===== config.mk =====
export PLATFORM = sky130hd
export DESIGN_NAME = pulse_gen_flat
export DESIGN_NICKNAME = d
export VERILOG_FILES = /design/src/rtl/pulse_gen_pkg.sv /design/src/rtl/pulse_gen_if.sv /design/src/rtl/pgen_cnt.sv /design/src/rtl/pulse_gen.sv /design/src/flat_wrapper.sv
export SDC_FILE = /design/constraint.sdc
export NUM_CORES = 1
export LEC_CHECK = 0
export ABC_CLOCK_PERIOD_IN_PS = 7060
export BUFFER_PORTS_ARGS = -buffer_cell sky130_fd_sc_hd__buf_2
export CAP_MARGIN = 40
export CORE_MARGIN = 2
export CORE_UTILIZATION = 59
export DETAILED_ROUTE_END_ITERATION = 8
export PLACE_DENSITY_LB_ADDON = 0.1
export SYNTH_ARGS = -nofsm -noshare
export SYNTH_HDL_FRONTEND = slang
export SYNTH_SLANG_ARGS = --single-unit

===== constraint.sdc =====
create_clock -name CLK -period 7.06 [get_ports CLK]
set_input_delay 0.353 -clock CLK [delete_from_list [all_inputs] [get_ports CLK]]
set_output_delay 0.353 -clock CLK [all_outputs]
set_load 0.02 [all_outputs]

===== src/rtl/pulse_gen_pkg.sv =====
// Shared definitions for the trigger pulse-train generator: FSM state encoding
// and the default settings/counter width.
package pulse_gen_pkg;

  localparam int PG_CW = 16;

  typedef enum logic [1:0] {
    PG_IDLE = 2'd0,
    PG_WAIT = 2'd1,
    PG_HIGH = 2'd2,
    PG_LOW  = 2'd3
  } pg_state_e;

endpackage


===== src/rtl/pulse_gen_if.sv =====
// Control/status bundle between a trigger sequencer (master) and pulse_gen (slave).
interface pulse_gen_if
  import pulse_gen_pkg::*;
#(
  parameter int CW = PG_CW
) ();

  logic          START;
  logic          STOP;
  logic [CW-1:0] DELAY;
  logic [CW-1:0] WIDTH;
  logic [CW-1:0] PERIOD;
  logic [CW-1:0] COUNT;
  logic          POUT;
  logic          BUSY;
  logic          DONE;
  logic [CW-1:0] PCNT;

  modport master (
    output START, STOP, DELAY, WIDTH, PERIOD, COUNT,
    input  POUT, BUSY, DONE, PCNT
  );

  modport slave (
    input  START, STOP, DELAY, WIDTH, PERIOD, COUNT,
    output POUT, BUSY, DONE, PCNT
  );

endinterface


===== src/rtl/pgen_cnt.sv =====
// Loadable down-counter with zero flag; times the delay, high and low phases.
// A phase of N cycles is timed by loading N-1 and leaving when the flag is set.
module pgen_cnt #(
  parameter int CW = 16
) (
  input  logic          CLK,
  input  logic          R,
  input  logic          load,
  input  logic [CW-1:0] load_val,
  input  logic          en,
  output logic          zero
);

  logic [CW-1:0] cnt_q;

  // NOTE: sequential state uses non-blocking assignments so every flop samples pre-edge values.
  always_ff @(posedge CLK) begin
    if (R) begin
      cnt_q <= '0;
    end else if (load) begin
      cnt_q <= load_val;
    end else if (en && !zero) begin
      cnt_q <= cnt_q - CW'(1);
    end
  end

  assign zero = (cnt_q == '0);

endmodule


===== src/rtl/pulse_gen.sv =====
// Programmable trigger pulse-train generator: delay, then COUNT pulses of WIDTH
// high cycles every PERIOD cycles on POUT, with BUSY/DONE/PCNT status.
module pulse_gen
  import pulse_gen_pkg::*;
#(
  parameter int CW = PG_CW
) (
  input  logic        CLK,
  input  logic        R,
  pulse_gen_if.slave  bus
);

  localparam logic [1:0] ST_IDLE = PG_IDLE;
  localparam logic [1:0] ST_WAIT = PG_WAIT;
  localparam logic [1:0] ST_HIGH = PG_HIGH;
  localparam logic [1:0] ST_LOW  = PG_LOW;

  function automatic logic [CW-1:0] eff_width(input logic [CW-1:0] w);
    return (w == '0) ? CW'(1) : w;
  endfunction

  // Low time = effective period - effective width; computed one bit wider so
  // WIDTH = all-ones (period clamps to 2^CW) cannot overflow.
  function automatic logic [CW-1:0] low_len(input logic [CW-1:0] w, input logic [CW-1:0] p);
    logic [CW:0] we;
    logic [CW:0] pe;
    we = {1'b0, eff_width(w)};
    pe = ({1'b0, p} < (we + (CW+1)'(1))) ? (we + (CW+1)'(1)) : {1'b0, p};
    return CW'(pe - we);
  endfunction

  logic [1:0]    state_q, state_d;
  logic [CW-1:0] width_q;
  logic [CW-1:0] low_q;
  logic [CW-1:0] count_q;
  logic [CW-1:0] pcnt_q, pcnt_d;
  logic          pout_q;
  logic          busy_q;
  logic          done_q, done_d;

  logic          start_ok;
  logic          latch_cfg;
  logic          cnt_load;
  logic [CW-1:0] cnt_val;
  logic          cnt_zero;
  logic [CW-1:0] width_in;
  logic          last_pulse;

  assign start_ok   = (state_q == ST_IDLE) && bus.START && !bus.STOP;
  assign width_in   = eff_width(bus.WIDTH);
  assign last_pulse = (count_q != '0) && (pcnt_q == count_q);

  pgen_cnt #(.CW(CW)) u_cnt (
    .CLK      (CLK),
    .R        (R),
    .load     (cnt_load),
    .load_val (cnt_val),
    .en       (state_q != ST_IDLE),
    .zero     (cnt_zero)
  );

  // NOTE: every always_comb output gets a default first, so no path can infer a latch.
  always_comb begin
    state_d   = state_q;
    pcnt_d    = pcnt_q;
    done_d    = 1'b0;
    latch_cfg = 1'b0;
    cnt_load  = 1'b0;
    cnt_val   = '0;

    case (state_q)
      ST_IDLE: begin
        if (start_ok) begin
          latch_cfg = 1'b1;
          cnt_load  = 1'b1;
          if (bus.DELAY != '0) begin
            state_d = ST_WAIT;
            pcnt_d  = '0;
            cnt_val = bus.DELAY - CW'(1);
          end else begin
            state_d = ST_HIGH;
            pcnt_d  = CW'(1);
            cnt_val = width_in - CW'(1);
          end
        end
      end
      ST_WAIT, ST_LOW: begin
        if (cnt_zero) begin
          state_d  = ST_HIGH;
          pcnt_d   = pcnt_q + CW'(1);
          cnt_load = 1'b1;
          cnt_val  = width_q - CW'(1);
        end
      end
      ST_HIGH: begin
        if (cnt_zero) begin
          if (last_pulse) begin
            state_d = ST_IDLE;
            done_d  = 1'b1;
          end else begin
            state_d  = ST_LOW;
            cnt_load = 1'b1;
            cnt_val  = low_q - CW'(1);
          end
        end
      end
      default: state_d = ST_IDLE;
    endcase

    // Abort: drops to IDLE with no DONE, PCNT keeps its last value.
    if (bus.STOP && (state_q != ST_IDLE)) begin
      state_d  = ST_IDLE;
      pcnt_d   = pcnt_q;
      done_d   = 1'b0;
      cnt_load = 1'b0;
    end
  end

  always_ff @(posedge CLK) begin
    if (R) begin
      state_q <= ST_IDLE;
      pcnt_q  <= '0;
      pout_q  <= 1'b0;
      busy_q  <= 1'b0;
      done_q  <= 1'b0;
    end else begin
      state_q <= state_d;
      pcnt_q  <= pcnt_d;
      pout_q  <= (state_d == ST_HIGH);
      busy_q  <= (state_d != ST_IDLE);
      done_q  <= done_d;
    end
  end

  // Settings are captured only at acceptance; later input changes are ignored.
  always_ff @(posedge CLK) begin
    if (R) begin
      width_q <= CW'(1);
      low_q   <= CW'(1);
      count_q <= '0;
    end else if (latch_cfg) begin
      width_q <= width_in;
      low_q   <= low_len(bus.WIDTH, bus.PERIOD);
      count_q <= bus.COUNT;
    end
  end

  assign bus.POUT = pout_q;
  assign bus.BUSY = busy_q;
  assign bus.DONE = done_q;
  assign bus.PCNT = pcnt_q;

`ifndef SYNTHESIS
  a_pout_busy: assert property (@(posedge CLK) pout_q |-> busy_q);
  a_done_idle: assert property (@(posedge CLK) done_q |-> (!busy_q && !pout_q));
`endif

endmodule


===== src/flat_wrapper.sv =====
// flat-port wrapper written by rule: the top's interface ports become plain ports
module pulse_gen_flat import pulse_gen_pkg::*;
#(
  parameter int CW = PG_CW
)
  (CLK, R, bus_START, bus_STOP, bus_DELAY, bus_WIDTH, bus_PERIOD, bus_COUNT, bus_POUT, bus_BUSY, bus_DONE, bus_PCNT);
  pulse_gen_if #(.CW(CW)) bus_i ();
  input  logic CLK;
  input  logic R;
  input wire logic [$bits(bus_i.START)-1:0] bus_START;
  input wire logic [$bits(bus_i.STOP)-1:0] bus_STOP;
  input wire logic [$bits(bus_i.DELAY)-1:0] bus_DELAY;
  input wire logic [$bits(bus_i.WIDTH)-1:0] bus_WIDTH;
  input wire logic [$bits(bus_i.PERIOD)-1:0] bus_PERIOD;
  input wire logic [$bits(bus_i.COUNT)-1:0] bus_COUNT;
  output wire logic [$bits(bus_i.POUT)-1:0] bus_POUT;
  output wire logic [$bits(bus_i.BUSY)-1:0] bus_BUSY;
  output wire logic [$bits(bus_i.DONE)-1:0] bus_DONE;
  output wire logic [$bits(bus_i.PCNT)-1:0] bus_PCNT;
  assign bus_i.START = bus_START;
  assign bus_i.STOP = bus_STOP;
  assign bus_i.DELAY = bus_DELAY;
  assign bus_i.WIDTH = bus_WIDTH;
  assign bus_i.PERIOD = bus_PERIOD;
  assign bus_i.COUNT = bus_COUNT;
  assign bus_POUT = bus_i.POUT;
  assign bus_BUSY = bus_i.BUSY;
  assign bus_DONE = bus_i.DONE;
  assign bus_PCNT = bus_i.PCNT;
  pulse_gen #(.CW(CW)) u_core (.CLK(CLK), .R(R), .bus(bus_i));
endmodule

-- Yosys cells after proc, flatten, opt, wreduce, memory -nomap -nowiden
Cells that the tools add are included.
- register bits: 85
- latch bits: 0
- RAM bits: 0
- memory bits (read-only): 0
- bits of input ports: 68
- output and inout port bits: 19
- logic and storage cells: 76
- memories kept: 0
- add/subtract/negate cells: 8
- multiply operators: 0
- divide/modulo/power cells: 0
- magnitude comparators: 1
- eq/ne operators: 7
- shift operators: 0
- muxes and demuxes: 29
- bitwise gates (word level): 3
- reductions and logical operators: 19
- operator list (cell ; number):
    2-to-1 mux 16 bit ; 11
    subtractor 16 x 1 -> 16 bit, second input constant ; 5
    one-hot mux 16 bit (3 select lines) ; 1
    logical NOT 16 bit ; 2
    one-hot mux 16 bit (2 select lines) ; 1
    nonzero test 16 bit ; 2
    adder 16 x 1 -> 17 bit, second input constant ; 1
    < comparator 16 x 17 -> 1 bit ; 1
    adder 16 x 1 -> 16 bit, second input constant ; 1
    equality test 16 bit ; 1
    subtractor 16 bit ; 1
    2-to-1 mux 2 bit ; 6
    2-to-1 mux 1 bit ; 8
    nonzero test 2 bit ; 4
    equality test 2 bit, second input constant ; 3
    one-hot mux 2 bit (3 select lines) ; 1
    logical AND 1 bit ; 5
    AND reduction 4 bit ; 1
    OR reduction 4 bit ; 1
    NOT 1 bit ; 3
    one-hot mux 1 bit (3 select lines) ; 1
    equality test 2 x 1 -> 1 bit, second input constant ; 1
    logical NOT 1 bit ; 2
    logical NOT 2 bit ; 1
    other kinds (3) ; 3

-- Longest topological paths before layout
Gate-level depths: netlist of the first run.
- depth in word-level cells: 7
- mapped depth: 27

-- Modules after synthesis
Synthesis of the first run repeated with hierarchy kept, for this count alone.
- cell total of the unflattened synthesis: 896
- area total of the unflattened synthesis: 6622.6 um2
- by module, submodules not included (module ; times used ; cells each ; area each (um2) ; sequential area each (um2)):
    pulse_gen ; 1 ; 782 ; 5677.9 ; 1381.3
    pgen_cnt ; 1 ; 114 ; 944.7 ; 320.3

-- Least setup slack after synthesis of the first run
Ideal clock, no wire load.
- path type: input-to-reg
- start point: in bus_WIDTH[7]
- end point: reg u_core.low_q[15]
- arrival: 5.391 ns
- required time: 6.931 ns
- slack: 1.540 ns
- stages: 24
- cell sequence: clkbuf_1 -> nand4_1 -> nor3_1 -> nand3_1 -> xnor2_1 -> ha_1 -> a211o_1 -> nor4_1 -> and3_1 -> o21ai_2 -> nand2_1 -> clkbuf_1 -> a21oi_1 -> ha_1 -> nor2b_1 -> o31ai_1 -> a21oi_1 -> a211oi_1 -> o21bai_1 -> a21oi_1 -> o21ai_0 -> a31o_2 -> a2111oi_4 -> a211oi_2
- longest elaborated chain between the ends: 6
- ends and longest elaborated chain (item ; line ; RTL):
    start: declaration ; flat_wrapper.sv:13 ; input wire logic [$bits(bus_i.WIDTH)-1:0] bus_WIDTH;
    logical NOT 16 bit ; pulse_gen.sv:19 ; return (w == '0) ? CW'(1) : w;
    2-to-1 mux 16 bit (*) ; pulse_gen.sv:19 ;
    adder 16 x 1 -> 17 bit ; pulse_gen.sv:28 ; pe = ({1'b0, p} < (we + (CW+1)'(1))) ? (we + (CW+1)'(1)) : {1'b0, p};
    < comparator 16 x 17 -> 1 bit ; pulse_gen.sv:28 ;
    2-to-1 mux 16 bit ; pulse_gen.sv:28 ;
    subtractor 16 bit (*) ; pulse_gen.sv:29 ; return CW'(pe - we);
    end signal: assignment ; pulse_gen.sv:143 ; low_q <= low_len(bus.WIDTH, bus.PERIOD);
    end: declaration ; pulse_gen.sv:34 ; logic [CW-1:0] low_q;
Mark *: on every way between the ends. The rest lies on a longest branch, timed or not.
A chain may end at the register's enable or synchronous reset.

-- Worst setup path after layout of the first run
- start point: in bus_WIDTH[1]
- end point: reg u_core.low_q[15]
The elaborated chain is that of the path after synthesis.

==> results of run 1 <==
[kinds of logic after synthesis]
logic type               share of synthesized area (%)
buffers and inverters                            4.141
multiplexers                                    0.4667
AO/OA/AOI/OAI                                    19.60
AND/OR/NAND/NOR                                  28.89
flip-flops                                       26.44
XOR/XNOR                                         13.34
adder cells (fa/ha/maj)                          7.116
[stage by stage]
| step | setup WS (ns) | std cells | power, W |
|---|---|---|---|
| after floorplan | 1.540 | 881 | 0.0008485 |
| after global placement | 1.001 | 1072 | 0.0009473 |
| after detailed placement | 0.7047 | 1072 | 0.0009615 |
| after CTS | 1.104 | 1088 | 0.001360 |
| after global routing | 0.7136 | 1088 | 0.001435 |
| final | 1.087 | 1088 | 0.001359 |
[power by group through the flow]
stage | logic [W] | clock network (W) | registers, W
2_1_floorplan | 0.000305 | 0 | 0.000543
3_3_place_gp | 0.000397 | 0 | 0.000550
3_5_place_dp | 0.000409 | 0 | 0.000552
4_1_cts | 0.000413 | 0.000406 | 0.000541
5_1_grt | 0.000462 | 0.000427 | 0.000546
6_report | 0.000417 | 0.000400 | 0.000542
[sequential cells by signal, summed over array words and instances, names as in the netlist]
register / count
u_core.bus.PCNT: 16
u_core.count_q: 16
u_core.low_q: 16
u_core.u_cnt.cnt_q: 16
u_core.width_q: 16
u_core.state_q: 2
u_core.bus.BUSY: 1
u_core.bus.DONE: 1
u_core.bus.POUT: 1
[worst paths after layout]
path,to,slack (ns),cells after the start
worst min register to register,u_core.width_q[15],0.48,2
worst max register to register,u_core.u_cnt.cnt_q[11],3.42,9
worst max-delay path,u_core.low_q[15],1.09,24
worst min-delay path,u_core.count_q[3],0.21,3
[cells in the final DEF, fill, tap and decap left out, types with 2 or more instances in the layout]
master,netlist,routed
or2_2,6,6
xor2_1,31,31
and3_1,3,3
ha_1,35,35
xnor2_1,67,67
nor3_4,2,2
mux2i_1,3,3
dfxtp_1,85,85
a21oi_1,95,95
nor4b_1,5,5
o22ai_1,15,15
nand2b_1,9,9
nand3b_1,3,3
and4_1,2,2
nor2b_1,2,2
o31ai_1,5,5
and2_1,2,2
or3_1,18,18
a21o_1,3,3
buf_2,0,86
a211oi_1,21,21
bufinv_16,0,2
nand3_1,30,30
inv_1,28,28
a211o_1,6,6
clkbuf_8,0,9
o31a_1,2,2
nor3_1,35,35
o21a_1,5,5
nor4_1,20,20
nor2_1,96,95
nand2_1,120,120
or4_1,3,3
buf_4,0,6
o211ai_1,5,5
a31oi_1,3,3
nand4_1,22,22
inv_6,0,3
a2111oi_0,2,2
o21ai_0,24,24
[layer usage]
layer / vias up / routed length [um]
li1: 3260 / -
met1: 3004 / 8128
met5: - / 0
met2: 228 / 8533
met3: 28 / 1055
met4: 0 / 346
[critical path: cells and delay by family]
family / cells / cell delay [ns]
AOI/OAI and AO/OA: 12 / 2.85
and+or+nand+nor: 8 / 2.09
adders and majority gates: 2 / 0.55
xor gates and xnor gates: 1 / 0.23
buffers and inverters: 1 / 0.14
[area by class of cell]
class,instances,area (um^2),area share [%]
Tap cell,140,175.2,2.444
Sequential cell,85,1702,23.74
Inverter,30,112.6,1.571
Multi-Input combinational cell,725,4474,62.42
Clock buffer,9,123.9,1.728
Clock inverter,7,105.1,1.466
Timing Repair Buffer,92,475.5,6.633
==> summary.md, run 1 <==
| Metric | Value |
|---|---|
| Worst path cell trace | buf_2 -> nand4_1 -> nor3_1 -> nand3_1 -> xnor2_1 -> ha_1 -> a211o_1 -> nor4_1 -> and3_1 -> o21ai_2 -> nand2_1 -> nor2_1 -> a21oi_1 -> ha_1 -> nor2b_1 -> o31ai_1 -> a21oi_1 -> a211oi_1 -> o21bai_1 -> a21oi_1 -> o21ai_0 -> a31o_2 -> a2111oi_4 -> a211oi_2 |
| Post-route clock period utilization | 84.60% |
| Max Slew Vio Count | 0 |
| Post-CTS Resized | 0 |
| Syn avg cell area | 7.304 um^2 |
| Placed instance area | 6939 um^2 |
| Critical R2R Launch | u_core.u_cnt.cnt_q[0] |
| Sequential power share | 39.9% |
| WL final | 18.06 mm |
| Synth cell types | 64 |
| Area Growth Syn to Fin | 11.39% |
| Starting Density | 59.89% |
| Crit. End Element | register |
| # setup viols final | 0 |
| Setup Crit Path Kind | in -> reg |
| Worst-path clk slew | 0.10 ns |
| Clk_skew | 0.009885 ns |
| Most common cell in the netlist | nand2_1 |
| Most Used Layer, Global Route | met2 |
| P_int | 0.0008851 W |
| Ant diodes | 0 |
| Async SR Flop Fraction | 0% |
| Share of cells above drive strength 1 | 13.61% |
| Remaining antenna violation count | 0 |
| # clock sinks | 85 |
| # hold bufs at CTS | 0 |
| Fillcell total | 985 |
| Ys flop type | dfxtp_1 |
| Peak VDD IR | 0.09709 mV |
| Arr. time, crit path | 6.23 ns |
| Area fraction of the dominant cell type after synthesis | 26.44% |
| Hold WS | 0.2078 ns |
| Residual DRC | 0 |
| Slew @ Worst Pin | 0.9240 ns |
| Util after Layout | 66.71% |
| Final Hold Fails | 0 |
| Sequential element share of the synthesized area | 26.44% |
| Min Clock Period, post-route | 5.973 ns |
| LEAKAGE | 2.742 nW |
| Initial antenna violation count | 0 |
| Final instance area | 7168 um^2 |
| Psw | 0.0004735 W |
| Post-synth top cells | 120 x nand2_1, 96 x nor2_1, 95 x a21oi_1 |
| Clock tree buffer depth | 2 |
| M1 GR Usage | 42.34% |
| Number of global-route vias before repair | 6153 |
| First-pass GRT wire length | 29.54 mm |
| Port Buffers | 86 |
| Crit start category | primary input |
| Via density | 5.993 |
| Mapped Area | 6435 um^2 |
| Initial DRC Count | 648 |
| CTS tree | yes |
| Switching share of power | 34.85% |
| Die height | 108.4 um |
| Leading area contributor after synthesis | dfxtp_1 |
| Unrepaired setup endpoints after global routing | false |
| RD Place Congestion | 0.9608 |
| TritonRoute pass-1 iters | 5 |
| PwrDens | 189.5 nW/um^2 |
| F_max | 167.4 MHz |
| Die ar. | 11760 um^2 |
| Final #Nets | 1047 |
| Yosys reg bits | 85 |
| Post CTS Setup Buffer Count | 0 |
| Largest net degree at the start of global routing | 75 |
| Yosys warns | 0 |
| Met2 Use GR | 51.65% |
| IO Pins | 87 |
| Hold path start | bus_COUNT[3] |
| Crit path from | bus_WIDTH[1] |
| Skew-Pair Late Insertion Delay | 0.37 ns |
| Setup TNS | 0 ns |
| Comb pwr share | 30.7% |
| Slowest-stage cell, CP | nor3_1 |
| Most used cell, CP | a21oi_1 |
| Required @ worst endpoint | 7.31 ns |
| Total GRT Usage | 31.47% |
| Max-cap viol count | 0 |
| Clock share of power | 29.5% |
| Mean routed wirelength per cell | 16.60 um |
| EDFF count, synth | 0 |
| CTS HTree Levels | 3 |
| CP max FO | 8 |
| DP HPWL | 13.72 mm |
| Slew headroom | 38.40% |
| M3 GR Usage | 4.159% |
| Synthesized instance count | 881 |
| Slowest cell delay on critical path | 0.66 ns |
| Status | finished, final reports clean |
| Synth top area cells | dfxtp_1 26%, xnor2_1 9.1%, a21oi_1 7.4% |
| Placeable Area | 10750 um^2 |
| Total global routing overflow | 0 |
| Die Wd | 108.4 um |
| Routed via count | 6520 |
| Row cnt | 38 |
| Clock Tree Root | clkbuf_8 |
| Clock buffer count from CTS | 9 |
| Syn nets | 985 |
| Min-delay worst type | in -> reg |
(Power assumes the default switching activity.)
==> run 2: changes to the inputs <==
ABC_CLOCK_PERIOD_IN_PS = 5200   (was 7060)
CORE_UTILIZATION = 53   (was 59)
clock period = 5.2 ns   (was 7.06 ns; I/O delays follow)
==> run 2 against run 1 <==
Count of clock-buffer cells in the layout grew 1. Critical path type unchanged. Routed wire length grew 0.22%. Final area up 6.0%. Largest cell class unchanged. Combinational power rose by 49%. Clock power is 65% higher. Die area rose by 11%. Non-clock buffer count up 38. Sequential power grew 36%. Via count rose by 2.2%. Critical path depth shrank 1. Register-to-register slack got worse by 1.7 ns.
==> summary.md, run 2 (synthesis gave the netlist of run 1 again) <==
| Metric | Value |
|---|---|
| Pre-CTS WS | -0.2766 ns (was 0.7047 ns) |
| Peak VDD IR | 0.1956 mV (was 0.09709 mV) |
| First-pass GRT wire length | 29.02 mm (was 29.54 mm) |
| Slowest-stage cell, CP | or4_4 (was nor3_1) |
| Max Slew Vio Count | 0 (unchanged) |
| Die ar. | 13040 um^2 (was 11760 um^2) |
| Reg2Reg Setup Slack | 1.69 ns (was 3.42 ns) |
| Min Clock Period, post-route | 4.940 ns |
| Crit. End Element | register (unchanged) |
| Starting Density | 54.02% (was 59.89%) |
| Port Buffers | 86 (unchanged) |
| Crit start category | primary input (unchanged) |
| CP max FO | 5 (was 8) |
| Number of global-route vias before repair | 6068 (was 6153) |
| Hold path start | bus_COUNT[8] (was bus_COUNT[3]) |
| CTS tree | yes (unchanged) |
| Area Growth Syn to Fin | 18.02% (was 11.39%) |
| Placeable Area | 11910 um^2 (was 10750 um^2) |
| Initial antenna violation count | 0 (unchanged) |
| Initial DRC Count | 551 (was 648) |
| F_max | 202.4 MHz |
| Status | finished, final reports clean (unchanged) |
| Required @ worst endpoint | 5.42 ns (was 7.31 ns) |
| Clock buffer count from CTS | 9 (unchanged) |
| Clock tree buffer depth | 2 (unchanged) |
| CTS HTree Levels | 3 (unchanged) |
| Worst path cell trace | buf_2 -> or4_4 -> or3_4 -> nor3_4 -> a21oi_1 -> ha_1 -> o21ai_0 -> or3_1 -> o21ai_2 -> nand2_2 -> nor2_1 -> a21oi_2 -> ha_1 -> nor2b_1 -> o31ai_1 -> a21oi_2 -> a211oi_2 -> o21bai_1 -> a21oi_2 -> o21ai_0 -> a31o_2 -> a2111oi_4 -> a211oi_2 (was buf_2 -> nand4_1 -> nor3_1 -> nand3_1 -> xnor2_1 -> ha_1 -> a211o_1 -> nor4_1 -> and3_1 -> o21ai_2 -> nand2_1 -> nor2_1 -> a21oi_1 -> ha_1 -> nor2b_1 -> o31ai_1 -> a21oi_1 -> a211oi_1 -> o21bai_1 -> a21oi_1 -> o21ai_0 -> a31o_2 -> a2111oi_4 -> a211oi_2) |
| Final Hold Fails | 0 (unchanged) |
| TritonRoute pass-1 iters | 5 (unchanged) |
| Largest net degree at the start of global routing | 64 (was 75) |
| Most used cell, CP | a21oi_2 (was a21oi_1) |
| Placed cell count | 1115 (was 1072) |
| Arr. time, crit path | 5.16 ns (was 6.23 ns) |
| Worst-path clk slew | 0.07 ns (was 0.10 ns) |
| Slowest cell delay on critical path | 0.53 ns (was 0.66 ns) |
| Clock Tree Root | clkbuf_16 (was clkbuf_8) |
| Die Wd | 114.2 um (was 108.4 um) |
| LEAKAGE | 2.987 nW (was 2.742 nW) |
| # setup viols final | 0 (unchanged) |
| WL final | 18.10 mm (was 18.06 mm) |
| Setup Crit Path Kind | in -> reg (unchanged) |
| Via density | 5.883 (was 5.993) |
| DP HPWL | 13.98 mm (was 13.72 mm) |
| Share of cells above drive strength 1 | 17.95% (was 13.61%) |
| Crit path from | bus_WIDTH[3] (was bus_WIDTH[1]) |
| Total global routing overflow | 0 (unchanged) |
| Most frequent cells in the layout | 119 x nand2_1, 95 x nor2_1, 92 x a21oi_1, 86 x buf_2, 85 x dfxtp_1 (was 120 x nand2_1, 95 x nor2_1, 95 x a21oi_1, 86 x buf_2, 85 x dfxtp_1) |
| Post-route clock period utilization | 95.01% |
| PwrDens | 265.6 nW/um^2 (was 189.5 nW/um^2) |
| Multi-input logic area | 4527 um^2 (was 4474 um^2) |
| Fillcell total | 1107 (was 985) |
| Min-delay worst type | in -> reg (unchanged) |
| Residual DRC | 0 (unchanged) |
| Mean routed wirelength per cell | 15.98 um (was 16.60 um) |
| Buf+Inv Stages, Crit Path | 1 (unchanged) |
| Critical R2R Launch | u_core.u_cnt.cnt_q[0] (unchanged) |
| Max-cap viol count | 0 (unchanged) |
| Slew headroom | 43.20% (was 38.40%) |
| Commonest non-fill, non-tap cell in the layout | nand2_1 (unchanged) |
| # clock sinks | 85 (unchanged) |
| Final WS setup | 0.2597 ns (was 1.087 ns) |
| Register Area | 1702 um^2 (unchanged) |
| Slew @ Worst Pin | 0.8489 ns (was 0.9240 ns) |
| Routed via count | 6666 (was 6520) |
| Skew-Pair Late Insertion Delay | 0.34 ns (was 0.37 ns) |
| Ant diodes | 0 (unchanged) |
| Fin cells | 1133 (was 1088) |
| Clk_skew | 0.007007 ns (was 0.009885 ns) |
| Die height | 114.2 um (was 108.4 um) |
| Remaining antenna violation count | 0 (unchanged) |
| IO Pins | 87 (unchanged) |
| Util after Layout | 63.76% (was 66.71%) |
| Row cnt | 40 (was 38) |
| CP top delay family | compound AO/OA/AOI/OAI gates (unchanged) |
| Final #Nets | 1085 (was 1047) |
| RD Place Congestion | 0.9538 (was 0.9608) |
| Total GRT Usage | 27.61% (was 31.47%) |
## run 2: cell count changes in the layout (fill, tap and decap cells not counted), moves of 2 or more
cell and delta:
a21oi_2 +3, a211oi_1 -2, a211oi_2 +2, clkbuf_8 -8
clkinv_4 +2, buf_4 +38, a21oi_1 -3, clkbuf_16 +9
## run 2: final cells by class
class                   instances  area share (%)
clock buffers                  10           3.147
well taps                     147           2.422
multi-input cells             725           59.60
repair buffers                130           10.02
clock inverters                 6          0.9226
inverters                      30           1.483
flip-flops and latches         85           22.41
## run 2: worst register-to-register path: cells and delay by family (launching register included)
kind | cells | cell delay, ns
fa+ha+maj | 1 | 0.16
compound gates | 2 | 0.65
simple gates | 7 | 2.24
buf+inv | 1 | 0.06
flops | 1 | 0.33
## run 2: final timing paths
check	endpoint	cells past startpoint
hold / removal	u_core.count_q[8]	3
hold reg to reg	u_core.count_q[13]	2
setup / recovery	u_core.low_q[15]	23
setup reg to reg	u_core.bus.PCNT[15]	11
## run 2: report_power, final
part / internal, W / switching (W) / total, W / leakage (nW)
logic: 0.000275 / 0.000344 / 0.000620 / 2.14
registers: 0.000691 / 0.0000461 / 0.000737 / 0.694
clock network: 0.000389 / 0.000271 / 0.000661 / 0.153
## run 2: routing by layer
metal	routed length (um)	track usage (%)	vias to the layer above	part of all wire, %
met5	0	0	-	0
met4	395	10.16	0	2.2
met3	989	2.753	39	5.5
met2	8505	47.02	218	47
met1	8212	36.30	3063	45
li1	-	-	3346	-
## run 2: metrics by stage
stage / power [W] / instance area, um^2 / setup TNS (ns) / hold slack (ns)
after floorplan: 0.001154 / 6446 / 0 / 0.3960
after global placement: 0.001337 / 7228 / 0 / 0.4638
after detailed placement: 0.001350 / 7228 / -0.5833 / 0.4777
after CTS: 0.002011 / 7537 / 0 / 0.1417
after global routing: 0.002120 / 7595 / -0.02951 / 0.1528
final: 0.002017 / 7595 / 0 / 0.1499
## run 2: repair_timing
| item | CTS | global route |
|---|---|---|
| endpoints found under the setup margin | 0 | 4 |
| resized for setup | 0 | 9 |
| setup buffers | 0 | 2 |
| hold buffers | 0 | 0 |
==> run 3: changes to the inputs <==
==> constraint.sdc (replaced) <==
create_clock -name CLK -period 5.2 [get_ports CLK]
set_input_delay 1.04 -clock CLK [delete_from_list [all_inputs] [get_ports CLK]]
set_output_delay 1.04 -clock CLK [all_outputs]
set_load 0.02 [all_outputs]
==> run 3 against run 2 <==
The flow now finishes with violations (setup timing). Fmax down 11%. Flip-flop and latch count is the same. Global-route usage up 2.1 points. Clock power up 6.5%. Register-to-register slack improved by 0.05 ns. Worst setup slack lost 0.59 ns. Utilization is 7.1 points higher. Final cell count rose by 5.6%. Critical path type unchanged. Largest cell class unchanged.
==> summary.md, run 3 (synthesis gave the netlist of run 1 again) <==
| Metric | Value |
|---|---|
| Most frequent cells in the layout | 118 x nand2_1, 102 x buf_4, 90 x nor2_1, 85 x dfxtp_1, 84 x a21oi_1 (was 119 x nand2_1, 95 x nor2_1, 92 x a21oi_1, 86 x buf_2, 85 x dfxtp_1) |
| Die ar. | 13040 um^2 (unchanged) |
| IO Pins | 87 (unchanged) |
| TritonRoute pass-1 iters | 4 (was 5) |
| Failing checks | setup timing |
| Slew headroom | 51.70% (was 43.20%) |
| Required @ worst endpoint | 5.42 ns (about the same) |
| Largest net degree at the start of global routing | 63 (was 64) |
| CP top delay family | compound AO/OA/AOI/OAI gates (unchanged) |
| Residual DRC | 0 (unchanged) |
| Crit. End Element | register (unchanged) |
| Worst-path clk slew | 0.06 ns (was 0.07 ns) |
| Number of global-route vias before repair | 6571 (was 6068) |
| Final #Nets | 1148 (was 1085) |
| Placeable Area | 11910 um^2 (unchanged) |
| F_max | 180.9 MHz (was 202.4 MHz) |
| Final Hold Fails | 0 (unchanged) |
| Clock tree buffer depth | 2 (unchanged) |
| RD Place Congestion | 0.9283 (was 0.9538) |
| LEAKAGE | 3.368 nW (was 2.987 nW) |
| Die height | 114.2 um (unchanged) |
| Crit start category | primary input (unchanged) |
| Share of cells above drive strength 1 | 26.22% (was 17.95%) |
| Commonest non-fill, non-tap cell in the layout | nand2_1 (unchanged) |
| Via density | 5.864 (was 5.883) |
| Register Area | 1702 um^2 (unchanged) |
| First-pass GRT wire length | 31.40 mm (was 29.02 mm) |
| Placed instance area | 7624 um^2 (was 7228 um^2) |
| Clk_skew | 0.009925 ns (was 0.007007 ns) |
| Clock buffer count from CTS | 9 (unchanged) |
| Total power | 0.002178 W (was 0.002017 W) |
| PwrDens | 258.2 nW/um^2 (was 265.6 nW/um^2) |
| WL final | 20.05 mm (was 18.10 mm) |
| Post-route clock period utilization | 106.3% (was 95.01%) |
| Slew @ Worst Pin | 0.7224 ns (was 0.8489 ns) |
| Skew-Pair Late Insertion Delay | 0.34 ns (about the same) |
| Max-cap viol count | 0 (unchanged) |
| Die Wd | 114.2 um (unchanged) |
| Fin cells | 1196 (was 1133) |
| Min Clock Period, post-route | 5.528 ns (was 4.940 ns) |
| Fillcell total | 992 (was 1107) |
| Max Slew Vio Count | 0 (unchanged) |
| Unrepaired setup endpoints after global routing | true |
| DP HPWL | 15.07 mm (was 13.98 mm) |
| Total GRT Usage | 29.73% (was 27.61%) |
| Final WS setup | -0.3277 ns (was 0.2597 ns) |
| Pre-CTS WS | -0.8222 ns (was -0.2766 ns) |
| # hold bufs at CTS | 0 (unchanged) |
| Initial antenna violation count | 0 (unchanged) |
| # setup viols final | 5 (was 0) |
| Arr. time, crit path | 5.75 ns (was 5.16 ns) |
| Setup Crit Path Kind | in -> reg (unchanged) |
| Status | finished, violations left (was finished, final reports clean) |
| Final instance area | 8437 um^2 (was 7595 um^2) |
| CTS HTree Levels | 3 (unchanged) |
| Min-delay worst type | reg -> reg (was in -> reg) |
| # clock sinks | 85 (unchanged) |
| Row cnt | 40 (unchanged) |
| Starting Density | 54.02% (unchanged) |
| Ant diodes | 0 (unchanged) |
| Slowest cell delay on critical path | 0.36 ns (was 0.53 ns) |
| Peak VDD IR | 0.1733 mV (was 0.1956 mV) |
| Clock Tree Root | clkbuf_16 (unchanged) |
| Port Buffers | 86 (unchanged) |
| Placed cell count | 1157 (was 1115) |
| Total global routing overflow | 0 (unchanged) |
| Slowest-stage cell, CP | fa_2 (was or4_4) |
| Area Growth Syn to Fin | 31.11% (was 18.02%) |
| Routed via count | 7013 (was 6666) |
| CTS tree | yes (unchanged) |
| Multi-input logic area | 4768 um^2 (was 4527 um^2) |
| Remaining antenna violation count | 0 (unchanged) |
| Buf+Inv Stages, Crit Path | 4 (was 1) |
| Initial DRC Count | 578 (was 551) |
| CP max FO | 5 (unchanged) |
| Mean routed wirelength per cell | 16.77 um (was 15.98 um) |
## run 3: changes by cell type in the layout (fill, tap and decap cells not counted), sizes merged
cell / previous run / this run
buf: 130 / 193
clkinv: 4 / 1
clkinvlp: 0 / 2
bufinv: 1 / 2
## run 3: final timing paths
kind / from / end / slack (ns) / depth (start not counted)
hold reg to reg: u_core.count_q[8] / u_core.count_q[8] / 0.49 / 2
setup reg to reg: u_core.u_cnt.cnt_q[0] / u_core.bus.PCNT[15] / 1.74 / 11
hold / removal: u_core.count_q[8] / u_core.count_q[8] / 0.49 / 2
setup / recovery: bus_WIDTH[7] / u_core.low_q[14] / -0.33 / 27
## run 3: what timing repair did
item                       4_1_cts  5_1_grt
resized for setup               38       26
setup endpoints to repair        6        7
pin swaps                       32       22
setup buffers                   14       11
## run 3: per-layer routing
layer / share of wire, % / up-vias / track usage [%]
met5: 0 / - / 0
li1: - / 3462 / -
met2: 49 / 222 / 51.19
met4: 2.7 / 0 / 11.22
met3: 4.8 / 42 / 4.076
met1: 44 / 3287 / 37.83
## run 3: report_power, final
group	leakage [nW]	total [W]	internal (W)	switching, W
Combinational	2.52	0.000737	0.000349	0.000389
Clock	0.156	0.000704	0.000437	0.000267
Sequential	0.694	0.000737	0.000691	0.0000461
Total	3.37	0.00218	0.00148	0.000702
## run 3: area by class of cell
class | instances | area share [%]
sequential | 85 | 20.17
multi-input combinational | 725 | 56.52
tap | 147 | 2.180
clock inverter | 6 | 1.097
clock buffer | 10 | 2.833
timing repair buffer | 193 | 15.87
inverter | 30 | 1.335
## run 3: worst min-delay path, cell delays in order (launching register included)
cell and delay, ns:
dfxtp_1 0.33, nand2_1 0.06, a21oi_1 0.05
## run 3: stage by stage
step	TNS, ns	util, %	hold WS [ns]
finish	-0.9794	70.83	0.4905
global route	-2.262	70.83	0.5082
CTS	-0.6323	68.97	0.4919
detailed placement	-4.312	64.00	0.4828
global placement	-2.618	63.83	0.4611
floorplan	-1.365	-	0.4488
